### config.mk
export PLATFORM = sky130hd
export DESIGN_NAME = ysyx_22041071_mem_arb
export DESIGN_NICKNAME = d
export VERILOG_FILES = /design/src/rtl/ysyx_22041071_mem_arb.sv
export SDC_FILE = /design/constraint.sdc
export NUM_CORES = 1
export LEC_CHECK = 0
export ABC_AREA = 1
export CAP_MARGIN = 20
export CORE_AREA = 2 2 214 216
export CTS_BUF_LIST = sky130_fd_sc_hd__clkbuf_2
export DETAILED_ROUTE_END_ITERATION = 6
export DIE_AREA = 0 0 216 218
export PLACE_DENSITY = 0.51
export SYNTH_ARGS = -nofsm -noshare
export SYNTH_HDL_FRONTEND = slang
export SYNTH_SLANG_ARGS = --single-unit
### constraint.sdc
create_clock -name clk -period 1.21 [get_ports clk]
set_input_delay 0.242 -clock clk [delete_from_list [all_inputs] [get_ports clk]]
set_output_delay 0.242 -clock clk [all_outputs]
set_load 0.02 [all_outputs]
### src/rtl/ysyx_22041071_mem_arb.sv
// Shared memory port arbiter between instruction fetch (IF) and the
// load/store unit (LSU). One transaction is outstanding at a time. LSU has
// fixed priority unless IF has been waiting STARVE_LIM cycles. IF responses
// are swallowed when fetch is flushed while its transaction is in flight.
//
// Handshake rules (all interfaces): a transfer happens in a cycle where
// valid && ready are both 1. Request valids from IF/LSU may be dropped
// freely; mem_req_valid, once raised, holds with stable fields until
// mem_req_ready. Response valids are single-cycle pulses with no ready.
module ysyx_22041071_mem_arb #(
    parameter int ADDR_W     = 64,
    parameter int DATA_W     = 64,
    parameter int STARVE_LIM = 4
) (
    input  logic                clk,
    input  logic                reset,

    input  logic                if_req_valid,
    output logic                if_req_ready,
    input  logic [ADDR_W-1:0]   if_req_addr,
    input  logic                if_flush,
    output logic                if_rsp_valid,
    output logic [DATA_W-1:0]   if_rsp_rdata,

    input  logic                lsu_req_valid,
    output logic                lsu_req_ready,
    input  logic [ADDR_W-1:0]   lsu_req_addr,
    input  logic                lsu_req_wen,
    input  logic [DATA_W-1:0]   lsu_req_wdata,
    input  logic [DATA_W/8-1:0] lsu_req_wmask,
    output logic                lsu_rsp_valid,
    output logic [DATA_W-1:0]   lsu_rsp_rdata,

    output logic                mem_req_valid,
    input  logic                mem_req_ready,
    output logic [ADDR_W-1:0]   mem_req_addr,
    output logic                mem_req_wen,
    output logic [DATA_W-1:0]   mem_req_wdata,
    output logic [DATA_W/8-1:0] mem_req_wmask,
    input  logic                mem_rsp_valid,
    input  logic [DATA_W-1:0]   mem_rsp_rdata,

    output logic                busy,
    output logic                owner,
    output logic                proto_err,
    output logic [1:0]          dbg_state
);

    typedef enum logic [1:0] {
        ST_IDLE = 2'd0,
        ST_REQ  = 2'd1,
        ST_RESP = 2'd2
    } state_t;

    localparam logic [3:0] STARVE_LIM_W = 4'(STARVE_LIM);

    state_t state, state_nxt;
    logic   owner_q;
    logic   drop;
    logic [3:0] wait_cnt;
    logic   proto_err_q;

    logic   if_elig;
    logic   starve;
    logic   grant_if;
    logic   grant_lsu;
    logic   rsp_fire;

    assign if_elig  = if_req_valid && !if_flush;
    assign starve   = (wait_cnt >= STARVE_LIM_W);
    assign rsp_fire = (state == ST_RESP) && mem_rsp_valid;

    // Arbitration: only IDLE grants; starving IF beats LSU, otherwise LSU first.
    always_comb begin
        grant_if  = 1'b0;
        grant_lsu = 1'b0;
        if (state == ST_IDLE) begin
            if (starve && if_elig) begin
                grant_if = 1'b1;
            end else if (lsu_req_valid) begin
                grant_lsu = 1'b1;
            end else if (if_elig) begin
                grant_if = 1'b1;
            end
        end
    end

    // State register.
    always_ff @(posedge clk) begin
        if (reset) begin
            state <= ST_IDLE;
        end else begin
            state <= state_nxt;
        end
    end

    // Next-state logic: IDLE -> REQ on grant, REQ -> RESP on accept, RESP -> IDLE on response.
    always_comb begin
        state_nxt = state;
        case (state)
            ST_IDLE: if (grant_if || grant_lsu) state_nxt = ST_REQ;
            ST_REQ:  if (mem_req_ready)         state_nxt = ST_RESP;
            ST_RESP: if (mem_rsp_valid)         state_nxt = ST_IDLE;
            default: state_nxt = ST_IDLE;
        endcase
    end

    // Outputs: readies come only from state and IF/LSU inputs, never from mem_req_ready.
    always_comb begin
        if_req_ready  = grant_if;
        lsu_req_ready = grant_lsu;
        mem_req_valid = (state == ST_REQ);
        busy          = (state != ST_IDLE);
        if_rsp_valid  = rsp_fire && !owner_q && !drop && !if_flush;
        lsu_rsp_valid = rsp_fire && owner_q;
    end

    assign if_rsp_rdata  = mem_rsp_rdata;
    assign lsu_rsp_rdata = mem_rsp_rdata;
    assign owner         = owner_q;
    assign proto_err     = proto_err_q;
    assign dbg_state     = state;

    // Latch the winning request so the downstream fields stay stable through REQ.
    always_ff @(posedge clk) begin
        if (reset) begin
            owner_q       <= 1'b0;
            mem_req_addr  <= '0;
            mem_req_wen   <= 1'b0;
            mem_req_wdata <= '0;
            mem_req_wmask <= '0;
        end else if (grant_lsu) begin
            owner_q       <= 1'b1;
            mem_req_addr  <= lsu_req_addr;
            mem_req_wen   <= lsu_req_wen;
            mem_req_wdata <= lsu_req_wdata;
            mem_req_wmask <= lsu_req_wmask;
        end else if (grant_if) begin
            owner_q       <= 1'b0;
            mem_req_addr  <= if_req_addr;
            mem_req_wen   <= 1'b0;
            mem_req_wdata <= '0;
            mem_req_wmask <= '0;
        end
    end

    // Drop flag: a flush during an in-flight IF fetch makes its response silent.
    always_ff @(posedge clk) begin
        if (reset) begin
            drop <= 1'b0;
        end else if (rsp_fire) begin
            drop <= 1'b0;
        end else if ((state != ST_IDLE) && !owner_q && if_flush) begin
            drop <= 1'b1;
        end
    end

    // Starvation counter: cycles IF has been asking without a grant, saturating.
    always_ff @(posedge clk) begin
        if (reset) begin
            wait_cnt <= 4'd0;
        end else if (!if_req_valid || grant_if) begin
            wait_cnt <= 4'd0;
        end else if (wait_cnt != 4'hF) begin
            wait_cnt <= wait_cnt + 4'd1;
        end
    end

    // Sticky protocol error: a response arrived while none was outstanding.
    always_ff @(posedge clk) begin
        if (reset) begin
            proto_err_q <= 1'b0;
        end else if (mem_rsp_valid && (state != ST_RESP)) begin
            proto_err_q <= 1'b1;
        end
    end

endmodule

==> qor.csv <==
stage;metric;value;unit
outcome;violations;negative setup slack;
clock_tree;cts_made_buffers;17;
detailed_routing;drt_iter0_markers;379;
placement;place_congestion;0.803;
clock_tree;cts_tree;built;
floorplanning;ios;547;
sta;setup_violations;290;
sta;grt_setup_unrepaired;true;
final_layout;fin_area;16600;sq um
worst_setup_path;start_kind;flip-flop;
final_layout;nets;1834;
worst_setup_path;r2r-end;mem_req_addr[47];
global_routing;grtUsageTotal;0.143;
synth;syn_area;7630;sq um
clock_tree;clock_path_buffers;2;
sta;skew;0.0393;ns
synth;ys_top_cells_by_area;dfxtp_1, buf_4, nand3_1;
synth;ys_warn_count;0;
floorplanning;fp-row-count;78;
clock_tree;ctsHtreeMaxLevel;4;
final_layout;layout_common_cells;dlygate4sd3_1, clkdlybuf4s50_1, buf_6;
pwr;cellPowerDensity;921;nW/um^2
sta;max_freq;0.464;GHz
detailed_routing;viasPerCell;4.25;
worst_setup_path;crit_path_end;if_req_ready;
detailed_routing;avgRoutedWirePerCell;18.2;microns
sta;timing.final.crit_share;1.78;
detailed_routing;route.detailed.drc;0;
global_routing;grt_max_degree;49;
clock_tree;worstSkewPairLatency;0.95;ns
final_layout;final_common_cell;dlygate4sd3_1;
floorplanning;core;44900;sq um
pwr;p_leak;6.64;nW
flow_run;cap_viol_max_count;0;
placement;hpwl;23200;microns
global_routing;grt_pass1_wl;51100;microns
synth;seq_area_frac_synth;0.383;
worst_setup_path;rr_startpoint;dbg_state[0];
worst_setup_path;crit_type;reg -> out;
final_layout;fin_cells;2176;
final_layout;multi_input_comb_area;4090;sq um
synth;yosys.area.top_type;dfxtp_1;
synth;syn_area_per_cell;7.49;sq um
floorplanning;start_util;0.170;
worst_setup_path;r2r_slack;-0.52;ns
worst_setup_path;rr_worst_depth;13;
placement;dp.cells;1849;
clock_tree;clkTransAtPathRegs;0.24;ns
worst_setup_path;cp.required;0.97;ns
pwr;peakVddDrop;0.572;mV
detailed_routing;vias;9258;
worst_setup_path;critPathArrivalTime;1.91;ns
hold_path;hold_class;in -> reg;
floorplanning;dieArea;47100;sq um
sta;fin_crit;2.16;ns
sta;worst_pin_slew;0.740;ns
synth;yosys_register_bits;146;
global_routing;overflow;0;
floorplanning;chipWidth;216;microns
detailed_routing;firstDrtPassIters;5;
sta;whs;0.342;ns
sta;fin_setup_tns;-132.75;ns
final_layout;n_fill_cell;4471;
global_routing;grt_pass1_vias;9043;
synth;synth_fp_nets;1292;
final_layout;area_growth;117;%
worst_setup_path;critPathCaptureType;output port;
synth;synth_top_cell_area_share;0.383;
clock_tree;numClockSinks;146;
placement;dpl_cell_area;11500;sq um
global_routing;antenna_found_initial;3;
outcome;status;finished, violations left;
sta;fin_ws;-0.945;ns
synth;netlist_instances;1019;
sta;slew_headroom;0.506;
sta;timing.final.max_slew_violations;0;
synth;yosysUniqueCellTypes;28;
worst_setup_path;setup.worst_path.start;dbg_state[0];
clock_tree;clk_root_buffer_cell;clkbuf_2;
sta;finalHoldViolCount;0;
detailed_routing;drtAntennaViolNets;0;
worst_setup_path;critPathMaxFanout;3;
final_layout;layout-drive-gt1-share;0.448;
detailed_routing;drt_wl_total;39600;microns
final_layout;seq_area;3120;sq um
placement;port_buffers;354;
floorplanning;die_height;218;microns
[cell usage after synthesis]
master      n
nand2_1   211
nand3_1   204
buf_4     149
dfxtp_1   146
a21oi_1   143
nand3b_1   65
clkbuf_1   28
buf_2      26
buf_6      10
inv_1       7
inv_2       6
nor2_1      6
a31oi_1     2
clkbuf_4    2
a211oi_1    1
buf_8       1
ha_1        1
nand2_2     1
nand2_4     1
nand3_2     1
nand3_4     1
nand4_1     1
nor2_4      1
nor3_1      1
nor3b_1     1
nor4_1      1
o21ai_0     1
xnor2_1     1
[kinds of logic after synthesis]
| kind of cell | synth area share |
|---|---|
| compound gates | 0.0970 |
| xor+xnor | 0.00115 |
| fa+ha+maj | 0.00164 |
| buf+inv | 0.202 |
| flops | 0.383 |
| simple gates | 0.315 |
[stage by stage]
stage,utilization,worst slack [ns],power (W)
after floorplan,-,-0.0685,0.00809
after global placement,0.256,-0.752,0.00977
after detailed placement,0.256,-0.742,0.00978
after CTS,0.325,-1.26,0.0144
after global routing,0.369,-1.16,0.0161
final,0.369,-0.945,0.0153
[power by group]
group	internal (W)	switching, W
combinational	0.00349	0.00275
sequential	0.00529	0.000330
clock	0.00119	0.00220
total	0.00998	0.00528
[sequential cells by signal, summed over array words and instances (netlist names)]
name and cells:
proto_err 1, dbg_state 2, mem_req_wmask 8, mem_req_addr 64, drop 1, mem_req_wdata 64
owner 1, mem_req_wen 1, wait_cnt 4
[critical path: stages, from the launching register on]
cell and delay (ns):
dfxtp_4 0.40, inv_4 0.07, nand2_4 0.07, nor2_4 0.11, buf_6 0.12, nand2_8 0.06, clkinv_4 0.05, buf_12 0.10
[repair_timing]
| item | 4_1_cts | 5_1_grt |
|---|---|---|
| resized for setup | 1000 | 269 |
| hold endpoints to repair | 146 | 0 |
| hold buffers | 208 | 0 |
| endpoints found under the setup margin | 289 | 290 |
| pin swaps | 7 | 52 |
| gates cloned | 5 | 32 |
| buffers inserted | 18 | 34 |
[worst min-delay path by stage]
stage,endpoint,from,cells past startpoint
floorplan,dbg_state[1],mem_req_ready,2
global placement,proto_err,proto_err,2
detailed placement,proto_err,proto_err,2
CTS,mem_req_wdata[52],lsu_req_wdata[52],4
global route,mem_req_wdata[23],lsu_req_wdata[23],4
finish,mem_req_addr[31],reset,4
[cell type report]
cell class,instances,area share
multi-input combinational,644,0.247
antenna,3,0.000453
clock inverter,14,0.0109
sequential,146,0.188
tap,600,0.0453
timing repair buffer,739,0.500
inverter,13,0.00370
clock buffer,17,0.00513
[per-layer routing]
layer	routed length [microns]	global-route usage
met5	0	0
met4	1640	0.0838
met3	2400	0.0420
met2	19800	0.244
met1	15800	0.157
Note: power is estimated with default switching activity, not from simulation.
